File: config.mk
export PLATFORM = sky130hd
export DESIGN_NAME = relay_rr_arbiter_flat
export DESIGN_NICKNAME = d
export VERILOG_FILES = /design/src/rtl/relay_rr_arbiter_if.sv /design/src/rtl/relay_rr_arbiter.sv /design/src/flat_wrapper.sv
export SDC_FILE = /design/constraint.sdc
export NUM_CORES = 1
export LEC_CHECK = 0
export ABC_AREA = 1
export CAP_MARGIN = 30
export CELL_PAD_IN_SITES_DETAIL_PLACEMENT = 2
export CELL_PAD_IN_SITES_GLOBAL_PLACEMENT = 2
export CORE_MARGIN = 8
export CORE_UTILIZATION = 16
export CTS_BUF_LIST = sky130_fd_sc_hd__clkbuf_4
export CTS_CLUSTER_SIZE = 30
export DETAILED_ROUTE_END_ITERATION = 16
export MAX_ROUTING_LAYER = met4
export PLACE_DENSITY_LB_ADDON = 0.2
export SLEW_MARGIN = 5
export SYNTH_ARGS = -nofsm -noshare
export SYNTH_HDL_FRONTEND = slang
export SYNTH_SLANG_ARGS = --single-unit
File: constraint.sdc
create_clock -name clk -period 2.1 [get_ports clk]
set_clock_uncertainty 0.15 [all_clocks]
set_input_delay 0.21 -clock clk [delete_from_list [all_inputs] [get_ports clk]]
set_output_delay 0.21 -clock clk [all_outputs]
set_load 0.005 [all_outputs]
File: src/rtl/relay_rr_arbiter_if.sv
// relay_rr_arbiter_if
// Bundles the upstream FWFT read side and the downstream write side of the
// round-robin relay arbiter.
//
// Handshakes:
//   Upstream port i (FWFT): in_empty_n[i]=1 means in_dout slice i holds a valid
//   word. A word is consumed in every cycle where in_read[i]=1. in_read[i] is
//   only raised while in_empty_n[i]=1, and never for more than one port.
//   Downstream: a word is accepted in every cycle where out_write=1. out_full_n
//   is an almost-full flag, so one write in the cycle after it falls is
//   absorbed by the downstream slack.
//
// Signals:
//   in_empty_n [NUM_PORTS]             per-port data valid
//   in_read    [NUM_PORTS]             per-port read strobe (combinational)
//   in_dout    [NUM_PORTS*DATA_WIDTH]  port i at [i*DATA_WIDTH +: DATA_WIDTH]
//   out_full_n                         downstream not-almost-full
//   out_write, out_din, out_sel        registered write strobe, data, source port
//   locked                             registered; 1 while a packet holds the grant
//   dbg_state                          FSM state (0 = IDLE, 1 = LOCKED)
interface relay_rr_arbiter_if #(
  parameter int NUM_PORTS  = 4,
  parameter int DATA_WIDTH = 32,
  parameter int SEL_WIDTH  = (NUM_PORTS > 1) ? $clog2(NUM_PORTS) : 1
);
  logic [NUM_PORTS-1:0]            in_empty_n;
  logic [NUM_PORTS-1:0]            in_read;
  logic [NUM_PORTS*DATA_WIDTH-1:0] in_dout;
  logic                            out_full_n;
  logic                            out_write;
  logic [DATA_WIDTH-1:0]           out_din;
  logic [SEL_WIDTH-1:0]            out_sel;
  logic                            locked;
  logic                            dbg_state;

  // Arbiter side.
  modport master (
    input  in_empty_n, in_dout, out_full_n,
    output in_read, out_write, out_din, out_sel, locked, dbg_state
  );

  // Environment side: upstream FIFOs and downstream relay station.
  modport slave (
    output in_empty_n, in_dout, out_full_n,
    input  in_read, out_write, out_din, out_sel, locked, dbg_state
  );
endinterface

File: src/rtl/relay_rr_arbiter.sv
// relay_rr_arbiter
// N:1 round-robin arbiter that merges NUM_PORTS FWFT streams into the write
// side of one downstream relay station. With LOCK_ON_LAST=1 a multi-word
// packet (bit DATA_WIDTH-1 = last flag) keeps the grant until its last word
// has been transferred. Output is registered: one pipeline stage.
//
// Ports:
//   clk    clock
//   reset  synchronous, active-high reset
//   bus    relay_rr_arbiter_if.master (in_empty_n/in_read/in_dout,
//          out_full_n/out_write/out_din/out_sel, locked, dbg_state)
module relay_rr_arbiter #(
  parameter int NUM_PORTS    = 4,
  parameter int DATA_WIDTH   = 32,
  parameter bit LOCK_ON_LAST = 1'b1,
  parameter int SEL_WIDTH    = (NUM_PORTS > 1) ? $clog2(NUM_PORTS) : 1
) (
  input logic                clk,
  input logic                reset,
  relay_rr_arbiter_if.master bus
);

  typedef enum logic {
    IDLE   = 1'b0,
    LOCKED = 1'b1
  } state_t;

  state_t                state;
  logic [SEL_WIDTH-1:0]  ptr;        // last granted port; scan starts after it
  logic [SEL_WIDTH-1:0]  lock_port;
  logic [SEL_WIDTH-1:0]  grant;
  logic [SEL_WIDTH-1:0]  scan_idx;
  logic                  grant_valid;
  logic                  xfer;
  logic                  last_flag;
  logic [DATA_WIDTH-1:0] grant_data;
  logic [NUM_PORTS-1:0]  read_vec;

  logic                  out_write_q;
  logic [DATA_WIDTH-1:0] out_din_q;
  logic [SEL_WIDTH-1:0]  out_sel_q;
  logic                  locked_q;

  // Grant selection. In IDLE the scan visits ptr+1 .. ptr (wrapping) and the
  // first valid port wins, so the port served last has the lowest priority.
  always_comb begin
    grant       = '0;
    grant_valid = 1'b0;
    scan_idx    = '0;
    if (state == LOCKED) begin
      grant       = lock_port;
      grant_valid = bus.in_empty_n[lock_port];
    end else begin
      for (int k = 1; k <= NUM_PORTS; k++) begin
        scan_idx = SEL_WIDTH'((int'(ptr) + k) % NUM_PORTS);
        if (!grant_valid && bus.in_empty_n[scan_idx]) begin
          grant       = scan_idx;
          grant_valid = 1'b1;
        end
      end
    end
  end

  always_comb begin
    grant_data = '0;
    for (int i = 0; i < NUM_PORTS; i++) begin
      if (grant == SEL_WIDTH'(i)) begin
        grant_data = bus.in_dout[i*DATA_WIDTH +: DATA_WIDTH];
      end
    end
  end

  assign last_flag = grant_data[DATA_WIDTH-1];

  // out_full_n is used combinationally: the single write that can follow its
  // falling edge lands in the downstream grace slack.
  assign xfer = !reset && bus.out_full_n && grant_valid;

  always_comb begin
    read_vec = '0;
    for (int i = 0; i < NUM_PORTS; i++) begin
      if (xfer && (grant == SEL_WIDTH'(i))) begin
        read_vec[i] = 1'b1;
      end
    end
  end

  assign bus.in_read = read_vec;

  // State, pointer and lock only move on a transfer, so they freeze while
  // out_full_n=0 or while the locked port bubbles.
  always_ff @(posedge clk) begin
    if (reset) begin
      state       <= IDLE;
      ptr         <= SEL_WIDTH'(NUM_PORTS - 1);
      lock_port   <= '0;
      out_write_q <= 1'b0;
      out_din_q   <= '0;
      out_sel_q   <= '0;
      locked_q    <= 1'b0;
    end else begin
      out_write_q <= xfer;
      if (xfer) begin
        out_din_q <= grant_data;
        out_sel_q <= grant;
        ptr       <= grant;
        if (LOCK_ON_LAST) begin
          case (state)
            IDLE: begin
              if (!last_flag) begin
                state     <= LOCKED;
                lock_port <= grant;
                locked_q  <= 1'b1;
              end
            end
            LOCKED: begin
              if (last_flag) begin
                state    <= IDLE;
                locked_q <= 1'b0;
              end
            end
            default: begin
              state    <= IDLE;
              locked_q <= 1'b0;
            end
          endcase
        end
      end
    end
  end

  assign bus.out_write = out_write_q;
  assign bus.out_din   = out_din_q;
  assign bus.out_sel   = out_sel_q;
  assign bus.locked    = locked_q;
  assign bus.dbg_state = (state == LOCKED);

endmodule

File: src/flat_wrapper.sv
// flat-port wrapper written by rule: the top's interface ports become plain ports
module relay_rr_arbiter_flat 
#(
  parameter int NUM_PORTS    = 4,
  parameter int DATA_WIDTH   = 32,
  parameter bit LOCK_ON_LAST = 1'b1,
  parameter int SEL_WIDTH    = (NUM_PORTS > 1) ? $clog2(NUM_PORTS) : 1
)
  (clk, reset, bus_in_empty_n, bus_in_dout, bus_out_full_n, bus_in_read, bus_out_write, bus_out_din, bus_out_sel, bus_locked, bus_dbg_state);
  relay_rr_arbiter_if #(.NUM_PORTS(NUM_PORTS), .DATA_WIDTH(DATA_WIDTH), .SEL_WIDTH(SEL_WIDTH)) bus_i ();
  input logic clk;
  input logic reset;
  input wire logic [$bits(bus_i.in_empty_n)-1:0] bus_in_empty_n;
  input wire logic [$bits(bus_i.in_dout)-1:0] bus_in_dout;
  input wire logic [$bits(bus_i.out_full_n)-1:0] bus_out_full_n;
  output wire logic [$bits(bus_i.in_read)-1:0] bus_in_read;
  output wire logic [$bits(bus_i.out_write)-1:0] bus_out_write;
  output wire logic [$bits(bus_i.out_din)-1:0] bus_out_din;
  output wire logic [$bits(bus_i.out_sel)-1:0] bus_out_sel;
  output wire logic [$bits(bus_i.locked)-1:0] bus_locked;
  output wire logic [$bits(bus_i.dbg_state)-1:0] bus_dbg_state;
  assign bus_i.in_empty_n = bus_in_empty_n;
  assign bus_i.in_dout = bus_in_dout;
  assign bus_i.out_full_n = bus_out_full_n;
  assign bus_in_read = bus_i.in_read;
  assign bus_out_write = bus_i.out_write;
  assign bus_out_din = bus_i.out_din;
  assign bus_out_sel = bus_i.out_sel;
  assign bus_locked = bus_i.locked;
  assign bus_dbg_state = bus_i.dbg_state;
  relay_rr_arbiter #(.NUM_PORTS(NUM_PORTS), .DATA_WIDTH(DATA_WIDTH), .LOCK_ON_LAST(LOCK_ON_LAST), .SEL_WIDTH(SEL_WIDTH)) u_core (.clk(clk), .reset(reset), .bus(bus_i));
endmodule
==> results.yml <==
timing:
  hold_ws_ns: 0.233
  timing.final.crit_share: 1.18
  slew_viol_final: 0
  hold_violations: 0
  fin_crit_ns: 2.48
  tightest_slew_ns: 0.291
  max-slew-margin-rel: 0.806
  setup_viol: 40
  rsz0062_at_grt: "yes"
  setup_ws_ns: -0.384
  max_freq_mhz: 403
yosys:
  synth_area_leaders: "dfxtp_1, nand2_1, nand2_2"
  synth_top_area_cell: "dfxtp_1"
  avgSynthCellArea_um2: 6.68
  yosysWarningCount: 0
  synthCells: 416
  ys_seq_elements: 41
  synth.distinct_cells: 38
  syn_nets: 551
  synth_top_area_frac: 0.295
  netlist_area_mm2: 0.00278
  yosysSeqAreaShare: 0.295
clock_network:
  clkSinkCount: 41
  clk_latency_ns: 0.38
  htreeDepth: 2
  clk_pin_slew_worst_paths_ns: 0.14
  cts_hold_buf: 0
  root_buffer: "clkbuf_4"
  tritoncts: "done"
  cts_buffer_depth: 2
  numCtsBuffers: 5
placed_design:
  dpl-instance-area_mm2: 0.00501
  place_congestion: 0.822
  dp_hpwl_um: 12300
  port-buffer-count: 175
finish:
  finalNetCount: 770
  layout-drive-gt1-share: 0.343
  final.fill_count: 1973
  antenna_cells: 0
  syn_to_final_growth_pct: 110
  post-route-util: 0.341
  post-route-cell-area_mm2: 0.00583
route:
  drt_iter0_markers: 64
  via_per_inst: 4.31
  wirelength_um: 16300
  first_pass_iters: 4
  ant_nets: 0
  vias: 3712
  drc: 0
  wire_per_inst_um: 19.0
worst_setup_path:
  r2r_slack_ns: -0.38
  arrival_ns: 2.63
  end_kind: "flop"
  critPathMaxFanout: 8
  start_kind: "flop"
  cp.required_ns: 2.24
  worstReg2RegStart: "u_core.ptr[0]$_SDFFE_PP1P_"
  cp-startpoint: "u_core.ptr[0]$_SDFFE_PP1P_"
  endpoint: "u_core.bus.out_din[20]$_SDFFE_PP0P_"
  worstReg2RegEnd: "u_core.bus.out_din[20]$_SDFFE_PP0P_"
  ff2ff_path_depth: 19
  path_class: "reg2reg"
global_route:
  gr-total-overflow: 0
  grt-busiest-layer: "met2"
  grt_pass1_wl_um: 24200
  met1_usage: 0.149
  grt_pass1_vias: 4379
  grt_max_degree: 36
  grt_usage: 0.147
  use_met2: 0.268
  use_met3: 0.0446
  antenna_found_initial: 0
floorplan:
  core_area_mm2: 0.0171
  start_util: 0.162
  pin_count: 176
  die_area_mm2: 0.0219
  die_width_um: 148
  die_h_um: 148
  fp-row-count: 48
power:
  p_leak_nw: 2.38
  vdd_ir_drop_max_mv: 0.752
  total_power_mw: 11.4
  p_per_area_mw_per_mm2: 1950
status:
  outcome: "finished with violations"
  violations: "setup timing"
min_path:
  hp-class: "in2reg"
job:
  drv_cap: 0
[timing repair]
item | CTS | global route
endpoints found under the setup margin | 44 | 45
buffers inserted | 11 | 8
gates resized for setup | 95 | 65
cloned | 2 | 2
pin swaps | 20 | 28
[cells in the final DEF, fill, tap and decap left out, types with 2 or more instances in the layout]
cell,instances
a211oi_2,7
a21oi_1,9
a21oi_2,20
a31oi_1,9
buf_12,8
buf_16,2
buf_2,3
buf_4,33
buf_6,14
buf_8,4
clkbuf_16,2
clkbuf_4,5
clkdlybuf4s50_1,171
clkinv_1,2
clkinv_2,2
dfxtp_1,39
inv_1,13
inv_4,3
nand2_1,109
nand2_2,58
nand2_4,19
nand2_8,3
nand3_1,11
nand3_2,13
nand3_4,4
nand4_1,13
nor2_1,11
nor2_2,5
nor2_4,2
nor2_8,2
o21ai_0,21
o21ai_1,5
[synth_stat cells, drive strengths merged]
library cell and n:
o31ai 1, a31oi 9, nand3b 1, nor3 1, nand3 28, clkbuf 9, buf 16, clkinv 1
dfxtp 41, a211oi 7, nand4 14, o211a 1, nand2 189, o21ai 26, and3 1, a21boi 1
a21oi 30, inv 20, nor2 20
[how the worst min path moves through the flow]
stage | from | to | slack (ns) | cells after the start
5_1_grt | bus_in_dout[112] | u_core.bus.out_din[16]$_SDFFE_PP0P_ | 0.21 | 3
3_5_place_dp | u_core.bus.locked$_SDFFE_PP0P_ | u_core.bus.locked$_SDFFE_PP0P_ | 0.31 | 2
3_3_place_gp | u_core.bus.locked$_SDFFE_PP0P_ | u_core.bus.locked$_SDFFE_PP0P_ | 0.31 | 2
4_1_cts | bus_in_dout[112] | u_core.bus.out_din[16]$_SDFFE_PP0P_ | 0.19 | 3
2_1_floorplan | bus_in_dout[117] | u_core.bus.out_din[21]$_SDFFE_PP0P_ | 0.19 | 2
6_report | bus_in_dout[112] | u_core.bus.out_din[16]$_SDFFE_PP0P_ | 0.23 | 3
[registers in the layout, indices dropped and copies added (netlist names)]
| signal | cells |
|---|---|
| u_core.bus.out_din | 32 |
| u_core.bus.out_sel | 2 |
| u_core.lock_port | 2 |
| u_core.ptr | 2 |
| u_core.bus.dbg_state | 1 |
| u_core.bus.locked | 1 |
| u_core.bus.out_write | 1 |
[critical path: stages, from the launching register on]
cell	delay [ns]
dfxtp_2	0.38
buf_12	0.13
inv_12	0.05
nand2_4	0.06
nand2_2	0.06
nand2_2	0.08
nand2_2	0.07
nor2_4	0.16
nand3_2	0.11
nand2_2	0.10
nand3_4	0.10
nand2_8	0.13
buf_6	0.13
nor2_8	0.04
buf_6	0.13
clkbuf_16	0.17
nand2_1	0.07
nand3_1	0.08
a211oi_2	0.15
nor2_1	0.06
[power breakdown]
group / switching [mW] / internal [mW]
Sequential: 0.179 / 1.06
Combinational: 5.09 / 4.65
Clock: 0.290 / 0.121
[kinds of logic after synthesis]
kind of cell / after synthesis / share of synthesized area
compound gates: 75 / 0.166
flops: 41 / 0.295
simple gates: 254 / 0.439
buf+inv: 46 / 0.0995
[metrics by stage]
step           setup slack [ns]  instances  setup TNS [ns]
6_report                 -0.384        861          -13.29
5_1_grt                  -0.500        861          -17.98
4_1_cts                  -0.317        852           -9.56
3_3_place_gp             -0.736        831          -21.55
2_1_floorplan            0.0987        416               0
3_5_place_dp             -0.696        831          -22.27
[layout make-up]
type	count	area (um2)	area share
clock buffer	5	37.5	0.00644
clock inverter	3	12.5	0.00215
timing repair buffer	237	2460	0.422
tap	225	282	0.0483
sequential	41	826	0.142
multi-input combinational	329	2100	0.360
inverter	21	118	0.0202
[metal layers]
metal / vias to the layer above / share of wire
li1: 1800 / -
met1: 1789 / 0.39
met2: 103 / 0.53
met3: 20 / 0.061
met4: 0 / 0.018
met5: - / 0
No activity file was read; power rests on OpenSTA's default activity.
